<file path="config.mk">
export PLATFORM = sky130hd
export DESIGN_NAME = pipe_seg_reg
export DESIGN_NICKNAME = d
export VERILOG_FILES = /design/src/rtl/pipe_pkg.sv /design/src/rtl/pipe_seg_reg.sv
export SDC_FILE = /design/constraint.sdc
export NUM_CORES = 1
export LEC_CHECK = 0
export BUFFER_PORTS_ARGS = -buffer_cell sky130_fd_sc_hd__clkbuf_2
export CAP_MARGIN = 40
export CORE_MARGIN = 1
export CORE_UTILIZATION = 53
export CTS_CLUSTER_DIAMETER = 200
export DETAILED_ROUTE_END_ITERATION = 7
export MAX_ROUTING_LAYER = met4
export PLACE_DENSITY = 0.79
export SLEW_MARGIN = 20
export SYNTH_ARGS = -nofsm -noshare
export SYNTH_HDL_FRONTEND = slang
export SYNTH_SLANG_ARGS = --single-unit
</file>
<file path="constraint.sdc">
create_clock -name i_clk -period 7.67 [get_ports i_clk]
set_input_delay 0.767 -clock i_clk [delete_from_list [all_inputs] [get_ports i_clk]]
set_output_delay 0.767 -clock i_clk [all_outputs]
set_load 0.02 [all_outputs]
</file>
<file path="src/rtl/pipe_pkg.sv">
// Shared constants for pipeline segment registers: occupancy encoding,
// per-stage record widths and halt-flag positions used by the stage wrappers.
package pipe_pkg;

   localparam logic [1:0] OCC_EMPTY = 2'd0;
   localparam logic [1:0] OCC_FULL  = 2'd1;
   localparam logic [1:0] OCC_SKID  = 2'd2;

   localparam int unsigned IF_ID_W = 72;
   localparam int unsigned ID_EX_W = 104;
   localparam int unsigned EX_M_W  = 80;
   localparam int unsigned M_WB_W  = 72;

   localparam int unsigned IF_ID_HALT = IF_ID_W - 1;
   localparam int unsigned ID_EX_HALT = ID_EX_W - 1;
   localparam int unsigned EX_M_HALT  = EX_M_W - 1;
   localparam int unsigned M_WB_HALT  = M_WB_W - 1;

   // State encoding equals the number of held entries.
   typedef enum logic [1:0] {
      SEG_EMPTY = OCC_EMPTY,
      SEG_FULL  = OCC_FULL,
      SEG_SKID  = OCC_SKID
   } seg_state_t;

endpackage

</file>
<file path="src/rtl/pipe_seg_reg.sv">
// Pipeline segment register: valid/ready handshake on an opaque stage record,
// optional skid entry, synchronous flush, debug clock enable, sticky halt.
module pipe_seg_reg
   import pipe_pkg::*;
#(
   parameter int unsigned       DATA_W    = 104,
   parameter bit                SKID_EN   = 1'b1,
   parameter int unsigned       HALT_BIT  = DATA_W - 1,
   parameter logic [DATA_W-1:0] RESET_VAL = '0
) (
   input  logic              i_clk,
   input  logic              i_reset,
   input  logic              i_clk_en,
   input  logic              i_flush,
   input  logic              i_valid,
   output logic              o_ready,
   input  logic [DATA_W-1:0] i_data,
   output logic              o_valid,
   input  logic              i_ready,
   output logic [DATA_W-1:0] o_data,
   output logic [1:0]        o_occupancy,
   output logic              o_halted
);

   seg_state_t        state_q, state_d;
   logic [DATA_W-1:0] main_q, main_d;
   logic              valid_q;
   logic              halted_q, halted_d;
   logic              accept, deliver;

   assign accept   = i_clk_en & i_valid & o_ready & ~i_flush;
   assign deliver  = i_clk_en & valid_q & i_ready & ~i_flush;
   assign halted_d = halted_q | (deliver & main_q[HALT_BIT]);

   if (SKID_EN) begin : g_skid
      logic [DATA_W-1:0] skid_q, skid_d;

      // No combinational path from i_ready: space depends only on occupancy.
      assign o_ready = i_clk_en & ~halted_q & (state_q != SEG_SKID);

      always_comb begin
         state_d = state_q;
         main_d  = main_q;
         skid_d  = skid_q;
         if (i_clk_en && i_flush) begin
            state_d = SEG_EMPTY;
            main_d  = RESET_VAL;
            skid_d  = RESET_VAL;
         end else begin
            unique case (state_q)
               SEG_EMPTY: begin
                  if (accept) begin
                     state_d = SEG_FULL;
                     main_d  = i_data;
                  end
               end
               SEG_FULL: begin
                  if (accept && deliver) begin
                     main_d = i_data;
                  end else if (accept) begin
                     state_d = SEG_SKID;
                     skid_d  = i_data;
                  end else if (deliver) begin
                     state_d = SEG_EMPTY;
                  end
               end
               SEG_SKID: begin
                  if (deliver) begin
                     state_d = SEG_FULL;
                     main_d  = skid_q;
                  end
               end
               default: state_d = SEG_EMPTY;
            endcase
         end
      end

      always_ff @(posedge i_clk or posedge i_reset) begin
         if (i_reset) skid_q <= RESET_VAL;
         else         skid_q <= skid_d;
      end
   end else begin : g_single
      assign o_ready = i_clk_en & ~halted_q & (~valid_q | i_ready);

      always_comb begin
         state_d = state_q;
         main_d  = main_q;
         if (i_clk_en && i_flush) begin
            state_d = SEG_EMPTY;
            main_d  = RESET_VAL;
         end else begin
            unique case (state_q)
               SEG_EMPTY: begin
                  if (accept) begin
                     state_d = SEG_FULL;
                     main_d  = i_data;
                  end
               end
               SEG_FULL: begin
                  if (accept) begin
                     main_d = i_data;
                  end else if (deliver) begin
                     state_d = SEG_EMPTY;
                  end
               end
               default: state_d = SEG_EMPTY;
            endcase
         end
      end
   end

   always_ff @(posedge i_clk or posedge i_reset) begin
      if (i_reset) begin
         state_q  <= SEG_EMPTY;
         main_q   <= RESET_VAL;
         valid_q  <= 1'b0;
         halted_q <= 1'b0;
      end else begin
         state_q  <= state_d;
         main_q   <= main_d;
         valid_q  <= (state_d != SEG_EMPTY);
         halted_q <= halted_d;
      end
   end

   assign o_valid     = valid_q;
   assign o_data      = main_q;
   assign o_occupancy = 2'(state_q);
   assign o_halted    = halted_q;

endmodule

</file>
==> results.cfg <==
[sta]
setup_viol = 0
skew_ps = 10.55
rsz0062_at_grt = no
relSlewSlack = 0.4345
slew_viol_final = 0
fmax_mhz = 296.1
setup_ws_ps = 4292
layout_min_cycle_time_ps = 3378
period_share = 0.4404
final-hold-violation-count = 0
tightest_slew_ps = 848.3
tns_ps = 0

[run]
cap_viol_max_count = 0

[setup_path]
cp_slowest_cell = buf_4
critPathLaunchType = register
crit_type = reg -> reg
worstPathMaxFanout = 65
worst-path-buf-inv = 2
worst_ep_arrival_time_ps = 3800
crit_family = buffers and inverters
cp_cell_sequence = nand2b_4 -> buf_4 -> a32o_4 -> buf_4 -> a22o_1
cp_data_required_time_ps = 8100
slowest_delay_ps = 650
path_common_cell = buf_4
end_kind = register

[floorplanning]
core_mm2 = 0.01647
io_pins = 219
start_util = 0.5407
die-area_mm2 = 0.01732
die_w_um = 131.6
die_y_um = 131.6
fp-row-count = 47

[place]
preCtsSetupSlack_ps = 4332
place_congestion = 0.7645
dp_hpwl_um = 13230
place_inst = 1105
io_buffers = 218

[global_route]
grt_use_met2 = 0.3818
grt_antenna_before_repair = 0
grt_overflow_total = 0
grt_max_degree = 96
grt_pass1_vias = 6748
globalRoute.busiestLayer = met2
grtUsageTotal = 0.2590
grt_first_pass_wirelength_um = 35470
met1_usage = 0.3626
use_met3 = 0.05478

[drt]
drt_wl_total_um = 21750
drt-vias-per-instance = 5.817
antenna_left = 0
num_vias = 6661
drt_iter0_drc = 400
dr.pass1.iters = 4
post_drt_wl_per_cell_um = 18.99
drc_errors = 0

[power]
p_total_uw = 3493
p_per_area_mw_per_mm2 = 322.5
ir_worst_vdd_v = 0.0001945
p_leak_uw = 0.005722

[cts]
cts_setup_buffers = 0
insertion_delay_ps = 490
post_cts_resized = 0
clock-sinks = 212
htree_levels = 1
cts_buffers = 23
cts_tree = done
clockBufferDepth = 3
clk_pin_slew_ps = 60
hold_buffers = 0
cts_root_buffer = clkbuf_16

[synthesis]
netlist-cell-type-count = 29
syn_area_per_cell_um2 = 12.33
ys_seq_area_frac = 0.5959
netlist_instances = 722
yosysWarningCount = 0
netlist_area_mm2 = 0.008902
syn-num-nets = 832
ys_ff_latch = 212

[worst_hold_path]
hold_path_class = in -> async

[finish]
diodes = 0
nets = 1020
drive_gt1_frac = 0.3005
fin_cells = 1145
areaGrowthSynthToFinish_pct = 21.66

[status]
status = finished clean
==> layout make-up <==
cell class | count | area [um^2]
Tap cell | 220 | 275.3
Clock inverter | 11 | 108.9
Clock buffer | 29 | 618.1
Fill cell | 1289 | 5635
Multi-Input combinational cell | 440 | 3247
Inverter | 2 | 15.01
Sequential cell | 212 | 5305
Timing Repair Buffer | 231 | 1261
==> power breakdown <==
| group | internal, uW | switching (uW) | total (uW) |
|---|---|---|---|
| registers | 1360 | 141 | 1500 |
| clock network | 637 | 436 | 1070 |
| logic | 339 | 581 | 920 |
| total | 2330 | 1160 | 3490 |
==> routing by layer <==
metal / routed length (um) / vias up
met5: 0 / -
met4: 498 / 0
met3: 1539 / 40
met2: 9675 / 225
met1: 10040 / 3317
li1: - / 3079
==> cell usage in the layout (no fill, tap or decap), types with 2 or more instances in the layout <==
master / Yosys / routed
clkbuf_2: 0 / 218
dfrtp_1: 212 / 212
a21oi_1: 105 / 105
mux2i_1: 104 / 104
o21ai_0: 104 / 104
a22o_1: 104 / 104
clkbuf_16: 0 / 23
buf_4: 4 / 9
clkinv_2: 0 / 8
clkbuf_1: 23 / 4
buf_16: 0 / 3
nand2b_4: 1 / 2
nor2b_1: 3 / 2
nor2_1: 2 / 2
o22ai_1: 2 / 2
bufinv_16: 0 / 2
clkbuf_8: 0 / 2
==> Yosys cell counts, drive strengths merged <==
| library cell | n | share of area |
|---|---|---|
| nor2b | 3 | 0.0021 |
| a32o | 1 | 0.0011 |
| dfrtp | 212 | 0.60 |
| mux2i | 104 | 0.12 |
| and2 | 1 | 0.00070 |
| nor3 | 2 | 0.0024 |
| nand2b | 2 | 0.0022 |
| o22ai | 2 | 0.0014 |
| inv | 2 | 0.00084 |
| a21o | 1 | 0.00084 |
| nand2 | 2 | 0.00084 |
| clkbuf | 23 | 0.0097 |
| a221oi | 1 | 0.00098 |
| nor2 | 2 | 0.00084 |
| a22o | 104 | 0.10 |
| nand4b | 1 | 0.00098 |
| a31oi | 1 | 0.0024 |
| a21boi | 1 | 0.00084 |
| a211oi | 1 | 0.00084 |
| a21oi | 105 | 0.059 |
| o21ai | 104 | 0.058 |
| o32ai | 1 | 0.0031 |
| nand4bb | 1 | 0.0031 |
| buf | 45 | 0.032 |
==> metrics by stage <==
stage,area (um^2),utilization,hold slack [ps]
4_1_cts,10830,0.6578,267.0
2_1_floorplan,8902,-,465.1
3_3_place_gp,10000,0.6074,481.4
3_5_place_dp,10100,0.6136,481.4
6_report,10830,0.6578,272.9
5_1_grt,10830,0.6578,297.8
==> sequential cells by signal, indices dropped and copies added, names as in the netlist <==
| signal | flops |
|---|---|
| g_skid.skid_q | 104 |
| o_data | 104 |
| o_halted | 1 |
| o_occupancy | 2 |
| o_valid | 1 |
==> cell families after synthesis <==
logic type / count (synthesis) / synth area share
AOI/OAI and AO/OA: 322 / 0.2313
muxes: 104 / 0.1169
DFF: 212 / 0.5959
and+or+nand+nor: 14 / 0.01321
buffers and inverters: 70 / 0.04259
==> path summary, 6_finish.rpt <==
check | startpoint | endpoint | slack, ps | cells after the start
worst max-delay path | o_occupancy[0] | g_skid.skid_q[67] | 4290 | 5
worst min-delay path | i_reset | o_data[41] | 270 | 2
worst max register to register | o_occupancy[0] | g_skid.skid_q[67] | 4290 | 5
worst min register to register | g_skid.skid_q[100] | g_skid.skid_q[100] | 500 | 1
max in group asynchronous | i_reset | o_data[70] | 5970 | 5
min in group i_clk | g_skid.skid_q[100] | g_skid.skid_q[100] | 500 | 1
Note: power is estimated with default switching activity, not from simulation.
